File: config.mk
export PLATFORM = sky130hd
export DESIGN_NAME = mem_bus_arbiter_flat
export DESIGN_NICKNAME = d
export VERILOG_FILES = /design/src/rtl/mem_bus_arbiter_if.sv /design/src/rtl/mem_bus_arbiter.sv /design/src/flat_wrapper.sv
export SDC_FILE = /design/constraint.sdc
export NUM_CORES = 1
export LEC_CHECK = 0
export ABC_AREA = 1
export CAP_MARGIN = 5
export CORE_AREA = 2 2 106 108
export CTS_CLUSTER_SIZE = 25
export DETAILED_ROUTE_END_ITERATION = 10
export DIE_AREA = 0 0 108 110
export PLACE_DENSITY = 0.72
export SYNTH_ARGS = -nofsm -noshare
export SYNTH_HDL_FRONTEND = slang
export SYNTH_SLANG_ARGS = --single-unit
File: constraint.sdc
create_clock -name clk_i -period 2.9 [get_ports clk_i]
set_clock_uncertainty 0.1 [all_clocks]
set_input_delay 0.58 -clock clk_i [delete_from_list [all_inputs] [get_ports clk_i]]
set_output_delay 0.58 -clock clk_i [all_outputs]
set_load 0.1 [all_outputs]
File: src/rtl/mem_bus_arbiter_if.sv
// Bundle for mem_bus_arbiter: per-master request side and the shared
// downstream memory bus. The lock input exists only when
// MEM_BUS_ARBITER_LOCK_EN is defined.
interface mem_bus_arbiter_if #(
  parameter int unsigned NUM_MASTERS = 2,
  parameter int unsigned ADDR_W      = 32,
  parameter int unsigned DATA_W      = 32
);
  localparam int unsigned STRB_W = DATA_W / 8;

  logic [NUM_MASTERS-1:0]        m_req_i;
  logic [NUM_MASTERS*STRB_W-1:0] m_wstrb_i;
  logic [NUM_MASTERS*ADDR_W-1:0] m_addr_i;
  logic [NUM_MASTERS*DATA_W-1:0] m_wvalue_i;
`ifdef MEM_BUS_ARBITER_LOCK_EN
  logic [NUM_MASTERS-1:0]        m_lock_i;
`endif
  logic [NUM_MASTERS-1:0]        m_gnt_o;
  logic [NUM_MASTERS-1:0]        m_rvalid_o;
  logic [DATA_W-1:0]             m_rvalue_o;
  logic                          enable_o;
  logic [STRB_W-1:0]             wstrb_o;
  logic [ADDR_W-1:0]             addr_o;
  logic [DATA_W-1:0]             wvalue_o;
  logic [DATA_W-1:0]             rvalue_i;

  // Arbiter side
  modport slave (
    input  m_req_i, m_wstrb_i, m_addr_i, m_wvalue_i,
`ifdef MEM_BUS_ARBITER_LOCK_EN
    input  m_lock_i,
`endif
    input  rvalue_i,
    output m_gnt_o, m_rvalid_o, m_rvalue_o,
    output enable_o, wstrb_o, addr_o, wvalue_o
  );

  // Requesters plus memory side
  modport master (
    output m_req_i, m_wstrb_i, m_addr_i, m_wvalue_i,
`ifdef MEM_BUS_ARBITER_LOCK_EN
    output m_lock_i,
`endif
    output rvalue_i,
    input  m_gnt_o, m_rvalid_o, m_rvalue_o,
    input  enable_o, wstrb_o, addr_o, wvalue_o
  );
endinterface

File: src/rtl/mem_bus_arbiter.sv
// Round-robin arbiter sharing one single-cycle memory bus between
// NUM_MASTERS requesters. Grant is combinational in the request cycle; the
// registered memory response is routed back to the issuer one cycle later.
// Optional bus locking is enabled by defining MEM_BUS_ARBITER_LOCK_EN.
module mem_bus_arbiter #(
  parameter int unsigned NUM_MASTERS = 2,
  parameter int unsigned ADDR_W      = 32,
  parameter int unsigned DATA_W      = 32
) (
  input  logic             clk_i,
  input  logic             rst_i,
  mem_bus_arbiter_if.slave bus
);
  localparam int unsigned STRB_W = DATA_W / 8;
  localparam int unsigned IDX_W  = (NUM_MASTERS > 1) ? $clog2(NUM_MASTERS) : 1;

  logic [IDX_W-1:0]       last_q;
  logic [IDX_W-1:0]       win;
  logic [IDX_W-1:0]       idx;
  logic                   found;
  logic [NUM_MASTERS-1:0] eligible;
  logic                   resp_valid_q;
  logic [IDX_W-1:0]       resp_id_q;

`ifdef MEM_BUS_ARBITER_LOCK_EN
  logic             lock_q;
  logic [IDX_W-1:0] lock_id_q;

  // While locked only the owner may compete
  always_comb begin
    eligible = bus.m_req_i;
    if (lock_q) eligible = bus.m_req_i & (NUM_MASTERS'(1) << lock_id_q);
  end

  // Lock follows the owner's lock bit on each grant; an idle, unlocked owner releases it
  always_ff @(posedge clk_i or posedge rst_i) begin
    if (rst_i) begin
      lock_q    <= 1'b0;
      lock_id_q <= '0;
    end else if (found) begin
      lock_q    <= bus.m_lock_i[win];
      lock_id_q <= win;
    end else if (lock_q && !bus.m_req_i[lock_id_q] && !bus.m_lock_i[lock_id_q]) begin
      lock_q    <= 1'b0;
    end
  end
`else
  // Every requester competes
  always_comb eligible = bus.m_req_i;
`endif

  // Round-robin scan starting just after the last winner
  always_comb begin
    found = 1'b0;
    win   = '0;
    idx   = '0;
    for (int unsigned k = 1; k <= NUM_MASTERS; k++) begin
      idx = IDX_W'((32'(last_q) + k) % NUM_MASTERS);
      if (!found && eligible[idx]) begin
        found = 1'b1;
        win   = idx;
      end
    end
  end

  // Grant and bus mux; idle bus drives zeros
  always_comb begin
    bus.m_gnt_o  = '0;
    bus.enable_o = 1'b0;
    bus.wstrb_o  = '0;
    bus.addr_o   = '0;
    bus.wvalue_o = '0;
    if (found) begin
      bus.m_gnt_o[win] = 1'b1;
      bus.enable_o     = 1'b1;
      bus.wstrb_o      = bus.m_wstrb_i[32'(win)*STRB_W +: STRB_W];
      bus.addr_o       = bus.m_addr_i[32'(win)*ADDR_W +: ADDR_W];
      bus.wvalue_o     = bus.m_wvalue_i[32'(win)*DATA_W +: DATA_W];
    end
  end

  // Response routing to the master granted in the previous cycle
  always_comb begin
    bus.m_rvalid_o = '0;
    if (resp_valid_q) bus.m_rvalid_o[resp_id_q] = 1'b1;
    bus.m_rvalue_o = bus.rvalue_i;
  end

  // Round-robin pointer and in-flight response tracking
  always_ff @(posedge clk_i or posedge rst_i) begin
    if (rst_i) begin
      last_q       <= IDX_W'(NUM_MASTERS - 1);
      resp_valid_q <= 1'b0;
      resp_id_q    <= '0;
    end else begin
      resp_valid_q <= found;
      resp_id_q    <= win;
      if (found) last_q <= win;
    end
  end
endmodule

File: src/flat_wrapper.sv
// flat-port wrapper written by rule: the top's interface ports become plain ports
module mem_bus_arbiter_flat 
#(
  parameter int unsigned NUM_MASTERS = 2,
  parameter int unsigned ADDR_W      = 32,
  parameter int unsigned DATA_W      = 32
)
  (clk_i, rst_i, bus_m_req_i, bus_m_wstrb_i, bus_m_addr_i, bus_m_wvalue_i, bus_rvalue_i, bus_m_gnt_o, bus_m_rvalid_o, bus_m_rvalue_o, bus_enable_o, bus_wstrb_o, bus_addr_o, bus_wvalue_o);
  mem_bus_arbiter_if #(.NUM_MASTERS(NUM_MASTERS), .ADDR_W(ADDR_W), .DATA_W(DATA_W)) bus_i ();
  input  logic clk_i;
  input  logic rst_i;
  input wire logic [$bits(bus_i.m_req_i)-1:0] bus_m_req_i;
  input wire logic [$bits(bus_i.m_wstrb_i)-1:0] bus_m_wstrb_i;
  input wire logic [$bits(bus_i.m_addr_i)-1:0] bus_m_addr_i;
  input wire logic [$bits(bus_i.m_wvalue_i)-1:0] bus_m_wvalue_i;
  input wire logic [$bits(bus_i.rvalue_i)-1:0] bus_rvalue_i;
  output wire logic [$bits(bus_i.m_gnt_o)-1:0] bus_m_gnt_o;
  output wire logic [$bits(bus_i.m_rvalid_o)-1:0] bus_m_rvalid_o;
  output wire logic [$bits(bus_i.m_rvalue_o)-1:0] bus_m_rvalue_o;
  output wire logic [$bits(bus_i.enable_o)-1:0] bus_enable_o;
  output wire logic [$bits(bus_i.wstrb_o)-1:0] bus_wstrb_o;
  output wire logic [$bits(bus_i.addr_o)-1:0] bus_addr_o;
  output wire logic [$bits(bus_i.wvalue_o)-1:0] bus_wvalue_o;
  assign bus_i.m_req_i = bus_m_req_i;
  assign bus_i.m_wstrb_i = bus_m_wstrb_i;
  assign bus_i.m_addr_i = bus_m_addr_i;
  assign bus_i.m_wvalue_i = bus_m_wvalue_i;
  assign bus_i.rvalue_i = bus_rvalue_i;
  assign bus_m_gnt_o = bus_i.m_gnt_o;
  assign bus_m_rvalid_o = bus_i.m_rvalid_o;
  assign bus_m_rvalue_o = bus_i.m_rvalue_o;
  assign bus_enable_o = bus_i.enable_o;
  assign bus_wstrb_o = bus_i.wstrb_o;
  assign bus_addr_o = bus_i.addr_o;
  assign bus_wvalue_o = bus_i.wvalue_o;
  mem_bus_arbiter #(.NUM_MASTERS(NUM_MASTERS), .ADDR_W(ADDR_W), .DATA_W(DATA_W)) u_core (.clk_i(clk_i), .rst_i(rst_i), .bus(bus_i));
endmodule
==> results.py, run 1 <==
metrics = {
    "route": {
        "via_count": 2892,
        "vias_per_cell": 4.01,
        "wirelength_mm": 8.64,
        "final_antenna_net_count": 0,
        "dr.pass1.iters": 4,
        "wire_per_inst_um": 12.0,
        "drcViolationCount": 0,
        "drt_first_iter_violations": 112,
    },
    "synth": {
        "netlist.top_cell.by_area": "nand2_1",
        "yosys_warnings": 0,
        "synth_area_per_cell_um2": 4.56,
        "seq_area_frac_synth_pct": 3.99,
        "synth.cell_area_mm2": 0.00191,
        "ys_types": 13,
        "synth.net_count": 592,
        "synth-seq-cells": 3,
        "synthCells": 420,
        "synth_area_leaders": "nand2_1 40%, nand3_1 18%, inv_1 15%",
        "synth_top_area_share_pct": 40.4,
    },
    "clock_tree": {
        "clkSlewWorstSetupHoldPaths_ns": 0.04,
        "ctsLongestPathBuffers": 2,
        "cts_tree": "done",
        "cts_buffers": 3,
        "postCtsResizedCells": 0,
        "cts_sinks": 3,
        "htreeDepth": 1,
        "cts_setup_buffers": 0,
        "cts_root_buffer": "clkbuf_8",
        "clk_latency_ns": 0.21,
        "cts_hold_buf": 0,
    },
    "power_and_ir_drop": {
        "p_per_area_mw_per_mm2": 383,
        "leakage_uw": 0.00260,
        "power_frac_clock_pct": 7.1,
        "seqPwrFrac_pct": 2.9,
        "p_sw_uw": 1040,
        "vdd_drop_max_uv": 210,
        "comb_power_share_pct": 89.9,
        "internal_power_uw": 736,
        "switching_share_pct": 58.4,
    },
    "timing": {
        "fin_crit_ns": 2.49,
        "tightest_slew_ns": 0.399,
        "finalSetupViolations": 0,
        "fin_crit_sh_pct": 85.9,
        "final_max_slew_viol_count": 0,
        "fin_hold_ws_ns": 0.450,
        "final_hold_viol_count": 0,
        "max_slew_margin_pct": 73.4,
        "rsz0062_at_grt": "false",
        "fin_setup_tns_ns": 0,
        "fmax_mhz": 401,
    },
    "floorplanning": {
        "core_mm2": 0.0107,
        "initial_core_util_pct": 17.9,
        "ios": 277,
        "rows": 38,
        "die_h_um": 110,
        "dieArea_mm2": 0.0119,
        "dieWidth_um": 108,
    },
    "run": {
        "drv_cap": 0,
    },
    "cells_and_area": {
        "design_area_mm2": 0.00462,
        "area_delta_synth_final_pct": 141,
        "drive_above_1_share_pct": 15.5,
        "fillers": 1072,
        "n_antenna_cell": 0,
        "layout.nets": 755,
    },
    "critical_path": {
        "arrival_ns": 1.81,
        "cp-start-kind": "flip-flop",
        "crit_type": "flip-flop to output pin",
        "critPathMaxFanout": 38,
        "required_ns": 2.22,
        "r2r_slack_ns": 1.45,
        "rr_worst_depth": 4,
        "cp-end-kind": "output pin",
    },
    "place": {
        "dpl_cell_area_mm2": 0.00458,
        "hpwl_mm": 7.01,
        "io_buffers": 212,
        "finalWeightedCongestion": 0.806,
    },
    "global_route": {
        "use_met3_pct": 4.88,
        "overflow": 0,
        "grt_use_met2_pct": 25.7,
        "grt_pass1_wl_mm": 13.2,
        "grt_pass1_vias": 2821,
        "grt_usage_pct": 13.8,
        "grt_max_degree": 71,
        "antenna_found_initial": 0,
        "busiest_layer": "met2",
        "grt_util_met1_pct": 14.5,
    },
    "run_status": {
        "status": "complete, no violations",
    },
    "min_path": {
        "hp-class": "input pin to asynchronous set/reset pin",
    },
}
[cells by family (layout without fill, tap and decap cells)]
logic type      after synthesis  in the layout  share of synthesized area [%]
flops                         3              3                           3.99
buf+inv                     137            299                           35.9
compound gates                1              1                          0.392
simple gates                279            279                           59.7
[critical path, stage by stage (launching register included)]
cell,delay (ns)
dfstp_2,0.55
nand2_4,0.15
nand2_2,0.10
buf_4,0.36
nand2_1,0.09
nand2_1,0.15
buf_12,0.19
[cell type report]
type / count / area, um2 / share of cell area (%)
timing repair buffer: 220 / 2890 / 62.6
inverter: 75 / 282 / 6.09
sequential: 3 / 76.3 / 1.65
clock buffer: 4 / 45.0 / 0.975
multi-input combinational: 280 / 1150 / 24.9
tap: 140 / 175 / 3.79
[flip-flops by register name, indices dropped and copies added (netlist names)]
| register | flops |
|---|---|
| u_core.last_q | 1 |
| u_core.resp_id_q | 1 |
| u_core.resp_valid_q | 1 |
[power by group through the flow]
| stage | Sequential [uW] | Combinational, uW | Clock, uW |
|---|---|---|---|
| finish | 51.9 | 1590 | 126 |
| global route | 52.4 | 1660 | 134 |
| CTS | 52.0 | 1610 | 131 |
| detailed placement | 52.4 | 1600 | 0 |
| global placement | 52.3 | 1590 | 0 |
| floorplan | 50.7 | 1150 | 0 |
[layer usage]
metal	vias up	wire, um
met1	1209	3200
met4	0	236
met5	-	0
li1	1516	-
met2	143	4280
met3	24	931
[through the flow]
stage	worst slack [ns]	utilization [%]	power, uW	instances
6_report	0.408	43.2	1770	722
4_1_cts	0.355	43.2	1790	722
3_3_place_gp	0.470	42.8	1650	718
2_1_floorplan	0.372	-	1200	420
5_1_grt	0.293	43.2	1850	722
3_5_place_dp	0.409	42.8	1660	718
[cells in the mapped netlist]
cell      number
buf_6          2
inv_1         75
dfrtp_1        2
nand2_2        1
buf_4         34
o21a_1         1
nand2_4        1
buf_2         25
dfstp_2        1
nand3_1       68
nand2_1      206
clkbuf_1       1
nor2_1         3
[path summary, 6_finish.rpt]
| path | endpoint | startpoint |
|---|---|---|
| max in group asynchronous | u_core.last_q$_DFFE_PP1P_ | rst_i |
| min reg2reg | u_core.last_q$_DFFE_PP1P_ | u_core.last_q$_DFFE_PP1P_ |
| min in group clk_i | u_core.last_q$_DFFE_PP1P_ | u_core.last_q$_DFFE_PP1P_ |
| max reg2reg | u_core.resp_id_q$_DFF_PP0_ | u_core.last_q$_DFFE_PP1P_ |
| min | u_core.resp_valid_q$_DFF_PP0_ | rst_i |
| max | bus_addr_o[2] | u_core.last_q$_DFFE_PP1P_ |
[placed cells by master, fill, tap and decap left out, drive strengths merged]
cell           instances
clkbuf                 4
inv                   75
clkdlybuf4s50        137
dfstp                  1
nand2                208
nand3                 68
o21a                   1
dfrtp                  2
nor2                   3
buf                   83
Note: power is estimated with default switching activity, not from simulation.
==> inputs of run 2 (changes only) <==
--- a/config.mk
+++ b/config.mk
@@ -5,13 +5,12 @@
 export SDC_FILE = /design/constraint.sdc
 export NUM_CORES = 1
 export LEC_CHECK = 0
-export ABC_AREA = 1
 export CAP_MARGIN = 5
-export CORE_AREA = 2 2 106 108
+export CORE_AREA = 2 2 109 111
 export CTS_CLUSTER_SIZE = 25
 export DETAILED_ROUTE_END_ITERATION = 10
-export DIE_AREA = 0 0 108 110
-export PLACE_DENSITY = 0.72
+export DIE_AREA = 0 0 111 113
+export PLACE_DENSITY = 0.62
 export SYNTH_ARGS = -nofsm -noshare
 export SYNTH_HDL_FRONTEND = slang
 export SYNTH_SLANG_ARGS = --single-unit
==> results.py, run 2 <==
metrics = {
    "route": {
        "wire_per_inst_um": 18.0,
        "vias_per_cell": 4.49,
        "drcViolationCount": 0,
        "wirelength_mm": 8.02,
        "final_antenna_net_count": 0,
        "drt_first_iter_violations": 170,
        "via_count": 2001,
        "dr.pass1.iters": 5,
    },
    "place": {
        "io_buffers": 212,
        "finalWeightedCongestion": 0.811,
        "hpwl_mm": 6.72,
        "dp_slack_ns": 0.135,
        "place_inst": 442,
    },
    "synth": {
        "synth-seq-cells": 3,
        "synthTopCellsByCount": "68 x a32o_1, 33 x buf_4, 9 x buf_6",
        "netlist.top_cell.by_area": "a32o_1",
        "synth.net_count": 308,
        "synthCells": 136,
        "synth_top_area_share_pct": 55.2,
        "ys_types": 15,
        "synth_edf_count": 0,
        "yosys_most_used_dff": "dfrtp_1",
        "synth.cell_area_mm2": 0.00123,
        "yosysMostFrequentCell": "a32o_1",
        "seq_area_frac_synth_pct": 6.19,
        "async_flop_share_pct": 100,
        "synth_area_per_cell_um2": 9.06,
        "synth_area_leaders": "a32o_1 55%, buf_4 20%, buf_6 8.2%",
        "yosys_warnings": 0,
    },
    "timing": {
        "rsz0062_at_grt": "false",
        "setup_ws_ns": 0.144,
        "tightest_slew_ns": 0.445,
        "fin_crit_ns": 2.76,
        "finalSetupViolations": 0,
        "final_hold_viol_count": 0,
        "fin_setup_tns_ns": 0,
        "fin_crit_sh_pct": 95.0,
        "max_slew_margin_pct": 70.4,
        "final_max_slew_viol_count": 0,
        "fmax_mhz": 363,
    },
    "global_route": {
        "grt_pass1_wl_mm": 11.7,
        "grt_max_degree": 43,
        "antenna_found_initial": 0,
        "grt_usage_pct": 11.5,
        "grt_pass1_vias": 2060,
        "grt_util_met1_pct": 12.3,
        "grt_use_met2_pct": 22.9,
        "overflow": 0,
        "use_met3_pct": 2.95,
        "busiest_layer": "met2",
    },
    "power_and_ir_drop": {
        "switching_share_pct": 54.4,
        "leakage_uw": 0.00150,
        "power_frac_clock_pct": 11.4,
        "internal_power_uw": 875,
        "p_per_area_mw_per_mm2": 479,
        "comb_power_share_pct": 85.9,
        "vdd_drop_max_uv": 255,
        "seqPwrFrac_pct": 2.7,
        "finalPower_uw": 1920,
        "p_sw_uw": 1050,
    },
    "cells_and_area": {
        "layout.nets": 476,
        "top_regs": "u_core.last_q x1, u_core.resp_id_q x1, u_core.resp_valid_q x1",
        "drive_above_1_share_pct": 29.0,
        "fin_cells": 446,
        "n_antenna_cell": 0,
        "area_delta_synth_final_pct": 225,
        "final_common_cell": "clkdlybuf4s50_1",
        "mostFrequentLayoutCells": "138 x clkdlybuf4s50_1, 75 x buf_12, 68 x a32o_1",
    },
    "run": {
        "drv_cap": 0,
    },
    "min_path": {
        "holdPathEnd": "u_core.last_q$_DFFE_PP1P_",
        "hold_path_depth": 2,
        "hp-start": "u_core.last_q$_DFFE_PP1P_",
        "hp-class": "flip-flop to flip-flop",
    },
    "critical_path": {
        "cp_common_cell": "buf_12",
        "timing.rr.start": "u_core.last_q$_DFFE_PP1P_",
        "r2r_slack_ns": 1.65,
        "critPathMaxFanout": 39,
        "cp.depth": 5,
        "cp-end-kind": "output pin",
        "crit_type": "input pin to output pin",
        "rr_worst_depth": 3,
        "critical_path.max_stage_delay_ns": 0.54,
        "cp_slowest_cell": "clkdlybuf4s50_1",
        "worstReg2RegEnd": "u_core.last_q$_DFFE_PP1P_",
        "cp_num_buf_inv": 3,
        "required_ns": 2.22,
        "cpLargestDelayFamily": "buffers and inverters",
        "cp-start-kind": "input pin",
        "crit_chain": "clkdlybuf4s50_1 > a21boi_4 > buf_12 > a32o_1 > buf_12",
        "arrival_ns": 2.08,
    },
    "clock_tree": {
        "postCtsResizedCells": 0,
        "htreeDepth": 1,
        "cts_tree": "done",
        "cts_setup_buffers": 0,
        "cts_hold_buf": 0,
        "cts_buffers": 3,
        "ctsLongestPathBuffers": 2,
        "clk_latency_ns": 0.22,
        "cts_root_buffer": "clkbuf_16",
        "cts_sinks": 3,
        "clkSlewWorstSetupHoldPaths_ns": 0.03,
    },
    "floorplanning": {
        "die_h_um": 113,
        "ios": 277,
        "rows": 39,
        "dieWidth_um": 111,
        "core_mm2": 0.0113,
        "dieArea_mm2": 0.0125,
        "initial_core_util_pct": 10.9,
    },
    "run_status": {
        "status": "complete, no violations",
    },
}
[run 2: cell types whose count changed after synthesis, moves of 2 or more]
cell / before / now
nand3_1: 68 / 0
nand2_1: 206 / 0
and2_1: 0 / 2
nor2_1: 3 / 0
a32o_1: 0 / 68
buf_2: 25 / 6
clkbuf_1: 1 / 7
buf_6: 2 / 9
inv_1: 75 / 2
[run 2: how the worst max path moves through the flow]
stage | to | startpoint
2_1_floorplan | bus_wvalue_o[12] | bus_m_req_i[0]
3_3_place_gp | bus_wvalue_o[19] | bus_m_req_i[1]
3_5_place_dp | bus_wvalue_o[19] | bus_m_req_i[1]
4_1_cts | bus_wvalue_o[19] | bus_m_req_i[1]
5_1_grt | bus_wvalue_o[19] | bus_m_req_i[1]
6_report | bus_wvalue_o[19] | bus_m_req_i[1]
[run 2: kinds of logic (layout without fill, tap and decap cells)]
kind of cell           after synthesis  in the layout  share of synthesized area [%]
DFF                                  3              3                           6.19
and+or+nand+nor                      5              5                           2.54
AOI/OAI and AO/OA                   71             71                           57.8
buffers and inverters               57            224                           33.5
[run 2: worst min-delay path: stages, from the launching register on]
cell	delay, ns
dfstp_2	0.38
inv_1	0.05
o21ai_0	0.07
[run 2: final cells by class]
cell class | instances | area (um2)
inverters | 2 | 7.51
clock buffers | 4 | 78.8
flip-flops and latches | 3 | 76.3
well taps | 143 | 179
repair buffers | 218 | 2920
multi-input cells | 76 | 749
fillers | 1094 | 7260
[run 2: stage by stage]
| step | instance area, um2 | hold slack (ns) | util [%] |
|---|---|---|---|
| floorplan | 1240 | 0.233 | - |
| global placement | 3930 | 0.415 | 34.9 |
| detailed placement | 3930 | 0.416 | 34.9 |
| CTS | 4010 | 0.420 | 35.6 |
| global route | 4010 | 0.454 | 35.6 |
| finish | 4010 | 0.422 | 35.6 |
[run 2: power by group through the flow]
| stage | Combinational (uW) | Sequential, uW | Clock [uW] |
|---|---|---|---|
| floorplan | 1180 | 51.6 | 0 |
| global placement | 1650 | 52.2 | 0 |
| detailed placement | 1650 | 52.4 | 0 |
| CTS | 1660 | 52.1 | 220 |
| global route | 1690 | 52.5 | 223 |
| finish | 1650 | 52.0 | 219 |
[run 2: per-layer routing]
metal / routed length [um] / up-vias
met4: 101 / 0
met1: 2770 / 930
met5: 0 / -
met2: 4310 / 169
met3: 838 / 10
li1: - / 892
